`src/rtl/ten_bit_acc_ctrl.sv`:
```
// Burst accumulator controller: sums up to N_MAX 10-bit beats through an external adder.
// Optional macro ACC_SATURATE_EN clamps the accumulator to 10'h3FF on adder carry-out.
module ten_bit_acc_ctrl #(
  parameter int N_MAX = 8
) (
  input  logic       clk,
  input  logic       rst,
  input  logic       in_valid,
  output logic       in_ready,
  input  logic [9:0] in_data,
  input  logic       in_last,
  output logic [9:0] add_a,
  output logic [9:0] add_b,
  output logic       add_ci,
  input  logic [9:0] add_s,
  input  logic       add_co,
  output logic       out_valid,
  input  logic       out_ready,
  output logic [9:0] out_sum,
  output logic       out_ovf,
  output logic [3:0] out_count
);

  typedef enum logic [1:0] {
    IDLE  = 2'd0,
    ACCUM = 2'd1,
    DONE  = 2'd2
  } state_t;

  localparam logic [3:0] N_MAX_C = 4'(N_MAX);

  state_t     state_r;
  state_t     next_state_s;
  logic [9:0] acc_r;
  logic [3:0] cnt_r;
  logic       ovf_r;
  logic       accept_s;
  logic       terminal_s;
  logic       consume_s;
  logic [3:0] cnt_inc_s;
  logic [9:0] acc_next_s;

  assign add_a  = acc_r;
  assign add_b  = in_data;
  assign add_ci = 1'b0;

  assign out_sum   = acc_r;
  assign out_ovf   = ovf_r;
  assign out_count = cnt_r;

  // Handshake qualifiers and the value loaded into the accumulator on a beat
  always_comb begin
    accept_s   = in_valid && in_ready;
    consume_s  = out_valid && out_ready;
    cnt_inc_s  = cnt_r + 4'd1;
    terminal_s = in_last || (cnt_inc_s == N_MAX_C);
`ifdef ACC_SATURATE_EN
    if (add_co) begin
      acc_next_s = 10'h3FF;
    end else begin
      acc_next_s = add_s;
    end
`else
    acc_next_s = add_s;
`endif
  end

  // State register
  always_ff @(posedge clk or posedge rst) begin
    if (rst) begin
      state_r <= IDLE;
    end else begin
      state_r <= next_state_s;
    end
  end

  // Next-state logic
  always_comb begin
    next_state_s = state_r;
    case (state_r)
      IDLE, ACCUM: begin
        if (accept_s && terminal_s) begin
          next_state_s = DONE;
        end else if (accept_s) begin
          next_state_s = ACCUM;
        end else begin
          next_state_s = state_r;
        end
      end
      DONE: begin
        if (out_ready) begin
          next_state_s = IDLE;
        end else begin
          next_state_s = DONE;
        end
      end
      default: next_state_s = IDLE;
    endcase
  end

  // Output decode from the state register
  always_comb begin
    in_ready  = 1'b1;
    out_valid = 1'b0;
    case (state_r)
      IDLE, ACCUM: begin
        in_ready  = 1'b1;
        out_valid = 1'b0;
      end
      DONE: begin
        in_ready  = 1'b0;
        out_valid = 1'b1;
      end
      default: begin
        in_ready  = 1'b1;
        out_valid = 1'b0;
      end
    endcase
  end

  // Datapath: accumulate on accepted beats, clear when the result is consumed
  always_ff @(posedge clk or posedge rst) begin
    if (rst) begin
      acc_r <= 10'd0;
      cnt_r <= 4'd0;
      ovf_r <= 1'b0;
    end else if (consume_s) begin
      acc_r <= 10'd0;
      cnt_r <= 4'd0;
      ovf_r <= 1'b0;
    end else if (accept_s) begin
      acc_r <= acc_next_s;
      cnt_r <= cnt_inc_s;
      ovf_r <= ovf_r | add_co;
    end else begin
      acc_r <= acc_r;
      cnt_r <= cnt_r;
      ovf_r <= ovf_r;
    end
  end

endmodule

```
`config.mk`:
```
export PLATFORM = sky130hd
export DESIGN_NAME = ten_bit_acc_ctrl
export DESIGN_NICKNAME = d
export VERILOG_FILES = /design/src/rtl/ten_bit_acc_ctrl.sv
export SDC_FILE = /design/constraint.sdc
export NUM_CORES = 1
export LEC_CHECK = 0
export ABC_AREA = 1
export ABC_CLOCK_PERIOD_IN_PS = 1550
export BUFFER_PORTS_ARGS = -buffer_cell sky130_fd_sc_hd__buf_4
export CORE_MARGIN = 5
export CORE_UTILIZATION = 43
export DETAILED_ROUTE_END_ITERATION = 8
export GPL_ROUTABILITY_DRIVEN = 0
export MAX_ROUTING_LAYER = met4
export PLACE_DENSITY = 0.85
export SYNTH_ARGS = -nofsm -noshare
export SYNTH_HDL_FRONTEND = slang
export SYNTH_SLANG_ARGS = --single-unit
```
`constraint.sdc`:
```
create_clock -name clk -period 1.55 [get_ports clk]
set_input_delay 0.31 -clock clk [delete_from_list [all_inputs] [get_ports clk]]
set_output_delay 0.31 -clock clk [all_outputs]
set_load 0.01 [all_outputs]
```
# ---- Word level (Yosys, flattened, before mapping)
# Index checks and enable logic that the tools add are counted.
dict set report totals {
  reg_bits 17
  input_bits 26
  out_inout_bits 38
  word_cells 29
}
dict set report classes {
  add_sub_neg 1
  n_eq_ne 4
  muxes 12
  bitwise_logic 1
  reduce_logical 7
}
# cell n
set ops {}
lappend ops {{$mux W10} 2}
lappend ops {{$mux W4} 2}
lappend ops {{$mux W2} 3}
lappend ops {{$add A4 B1 Y4 const B} 1}
lappend ops {{$eq A4 B4 Y1 const B} 1}
lappend ops {{$mux W1} 4}
lappend ops {{$pmux W2 S2} 1}
lappend ops {{$logic_and A1 B1 Y1} 3}
lappend ops {{$ne A3 B3 Y1 const B} 1}
lappend ops {{$eq A2 B1 Y1 const B} 1}
lappend ops {{$eq A2 B2 Y1 const B} 1}
lappend ops {{$logic_not A2 Y1} 1}
lappend ops {{$reduce_bool A2 Y1} 1}
lappend ops {{$reduce_or A2 Y1} 1}
lappend ops {{$logic_or A1 B1 Y1} 1}
lappend ops {{$or A1 B1 Y1} 1}

# ---- Depth between registers and ports, before layout
dict set report depth {
  depth_word 6
  ltp_mapped 9
  depth_no_buf 8
}

# ---- Worst setup path before layout
# Ideal clock, no wire load.
dict set report synth_path {
  kind {flip-flop to flip-flop}
  from {reg cnt_r[0], in the netlist out_count[0]}
  to {reg state_r[1]}
  setup_time_ns 0.117
  arrival_ns 0.987
  required_time_ns 1.433
  path_slack_ns 0.446
  path_stages_with_launch 8
  n_path_buf 0
  period_less_slack_ns 1.104
  path_cell_list {dfrtp_1 -> ha_1 -> nand2_1 -> inv_1 -> nand3_1 -> nand2_1 -> nand3_1 -> nand2_1}
}
dict set report synth_between {
  elab_chain_cells 6
  elab_cells_between_ends 7
  cone_classes {1 x add/sub; 2 x eq/ne; 2 x mux; 2 x reduce/logical}
}
# item line
set synth_lines {}
lappend synth_lines {{start: declaration} 35} ;# logic [3:0] cnt_r;
lappend synth_lines {{start signal: assignment} 133} ;# cnt_r <= cnt_inc_s;
lappend synth_lines {{start signal: assignment} 137} ;# cnt_r <= cnt_r;
lappend synth_lines {{$add A4 B1 Y4 *} 55} ;# cnt_inc_s = cnt_r + 4'd1;
lappend synth_lines {{$eq A4 B4 Y1 *} 56} ;# terminal_s = in_last || (cnt_inc_s == N_MAX_C);
lappend synth_lines {{$logic_or A1 B1 Y1 *} 56}
lappend synth_lines {{$logic_and A1 B1 Y1 *} 82} ;# if (accept_s && terminal_s) begin
lappend synth_lines {{$mux W2} 82}
lappend synth_lines {{$pmux W2 S2} 80} ;# case (state_r)
lappend synth_lines {{end signal: assignment} 73} ;# state_r <= next_state_s;
lappend synth_lines {{end: declaration} 32} ;# state_t state_r;
# Mark *: on every way between the ends. The rest lies on a longest branch, timed or not.
# A chain may end at the register's enable or synchronous reset.

# ---- Worst setup path in the final report
dict set report layout_path {
  from {reg state_r[0]}
  to {out out_valid}
}
dict set report layout_between {
  elab_chain_cells 2
}
# item line
set layout_lines {}
lappend layout_lines {{$eq A2 B2 Y1} 105} ;# case (state_r)
lappend layout_lines {{$mux W1} 105}
lappend layout_lines {{end: declaration} 17} ;# output logic out_valid,
# No other way between the ends.

==> impl_metrics.toml <==
[global_route]
first_global_vias = 686
antenna_found_initial = 0
grt_max_degree = 18
top_usage_layer = "met2"
grt_use_met3_pct = 4.18
grt.total_usage_pct = 12.2
grt_use_met2_pct = 17.5
grt_pass1_wl_mm = 3.02
grt_use_met1_pct = 15.5
grt_overflow = 0

[routing]
drtPass1Iterations = 4
vias_per_cell = 4.45
ant_nets = 0
vias = 712
wire_per_inst_microns = 11.4
drcViolationCount = 0
drtIter0Drc = 23
wl_mm = 1.82

[cells_and_area]
drive_above_1_share_pct = 42.1
fin_util_pct = 55.6
areaGrowthSynthToFinish_pct = 21.8
n_antenna_cell = 0
nets = 161
layout_commonest_cell = "buf_4"
fin_area_sq_um = 1110
final_cell_mix = "42 x buf_4, 36 x nand2_1, 17 x dfrtp_1"

[floorplan]
start_util_pct = 45.7
die_y_microns = 56.1
core_sq_um = 2000
rows = 16
die-area_sq_um = 3150
die_x_microns = 56.1
io_pins = 64

[synth]
synth.avg_cell_area_sq_um = 8.31
syn_area_sq_um = 915
yosysUniqueCellTypes = 17
netlist_instances = 110
yosys_warnings = 0
syn_nets = 137
synth-seq-area-share_pct = 46.5
yosys_register_bits = 17

[cts]
cts_tree = "built"
clockBufferDepth = 2
root_buffer = "clkbuf_4"
cts_max_level = 1
clkTransAtPathRegs_ps = 100
cts_made_buffers = 3
ctsHoldBuffers = 0
ctsResizeCount = 0
clock_latency_ps = 280
cts_sinks = 17
postCtsSetupBuffers = 0

[sta]
period_minus_slack_ps = 1310
slew_viol_final = 0
fmax_mhz = 764
post-route-period-util_pct = 84.5
finClkSkew_ps = 6.73
hold_viol = 0
rsz0062_at_grt = "no"
tightestPinTransition_ps = 648
slew_headroom_pct = 56.7
final.setup.tns_ps = 0
final-setup-viol-count = 0

[place]
placed_cell_area_sq_um = 1090
dpl.hpwl_mm = 1.42
port_buffers = 42

[worst_setup_path]
crit_required_ps = 1240
cp-end-kind = "output port"
crit_type = "flop to output port"
cp_max_fo = 4
arrival_ps = 1000
start_kind = "flop"

[outcome]
outcome = "complete, no violations"

[power_and_ir_drop]
p_per_area_nw_per_um2 = 1380
ir_drop_mv = 0.976
p_leak_nw = 0.649

[run]
maxCapViolCount = 0

[worst_hold_path]
hold_class = "input port to asynchronous set/reset pin"
cell type report:
cell class / instances / area, sq um
Fill cell: 192 / 888
Sequential cell: 17 / 425
Timing Repair Buffer: 42 / 315
Multi-Input combinational cell: 59 / 269
Inverter: 11 / 43.8
Tap cell: 27 / 33.8
Clock buffer: 4 / 26.3
registers in the layout (all words and copies together), names as in the netlist:
signal	count
state_r	2
add_a	10
out_count	4
out_ovf	1
cell usage after synthesis:
| library cell | instances | area share [%] |
|---|---|---|
| a21oi_1 | 3 | 1.6 |
| buf_4 | 22 | 18 |
| buf_6 | 1 | 1.2 |
| conb_1 | 1 | 0.41 |
| dfrtp_1 | 17 | 47 |
| ha_1 | 1 | 1.4 |
| inv_1 | 8 | 3.3 |
| inv_2 | 2 | 0.82 |
| inv_4 | 1 | 0.68 |
| nand2_1 | 36 | 15 |
| nand2_2 | 7 | 4.8 |
| nand3_1 | 4 | 2.2 |
| nand4_1 | 1 | 0.68 |
| nor2_1 | 2 | 0.82 |
| o21ai_0 | 2 | 1.1 |
| or2_2 | 1 | 0.68 |
| xor2_1 | 1 | 0.96 |
stage by stage:
stage	power (mW)	setup WS (ps)	hold slack (ps)	instances
2_1_floorplan	1.08	446	236	110
3_3_place_gp	1.30	460	432	156
3_5_place_dp	1.32	414	441	156
4_1_cts	1.56	218	128	160
5_1_grt	1.67	168	161	160
6_report	1.53	240	109	160
worst max-delay path: stages, from the launching register on:
cell and delay, ps:
dfrtp_1 390, inv_1 70, nand2_2 70, inv_2 70, buf_4 110
report_power, final:
| group | switching [mW] | leakage, nW | internal (mW) |
|---|---|---|---|
| clock network | 0.127 | 0.0150 | 0.0998 |
| logic | 0.312 | 0.427 | 0.315 |
| registers | 0.117 | 0.208 | 0.561 |
| total | 0.556 | 0.649 | 0.976 |
cells by family after synthesis:
logic type,count (synthesis),synth area share (%)
and+or+nand+nor,51,23.9
buffers and inverters,34,24.1
DFF,17,46.5
AOI/OAI and AO/OA,5,2.74
xor gates and xnor gates,1,0.958
adders and majority gates,1,1.37
other,1,0.410
worst paths after layout:
path                                           from                endpoint  slack (ps)  cells after the start
max                          state_r[0]$_DFFE_PP0P_               out_valid         240                      4
min                                             rst    add_a[7]$_DFFE_PP0P_         110                      2
max reg2reg                out_count[0]$_DFFE_PP0P_  state_r[1]$_DFFE_PP0P_         380                      7
min reg2reg                    add_a[8]$_DFFE_PP0P_    add_a[8]$_DFFE_PP0P_         510                      2
max in group asynchronous                       rst  state_r[1]$_DFFE_PP0P_        1020                      2
min in group clk                           in_valid  state_r[0]$_DFFE_PP0P_         220                      2
layer usage:
| layer | up-vias | part of all wire (%) |
|---|---|---|
| li1 | 360 | - |
| met1 | 307 | 45 |
| met2 | 43 | 43 |
| met3 | 2 | 12 |
| met4 | 0 | 0.11 |
| met5 | - | 0 |
No activity file was read; power rests on OpenSTA's default activity.
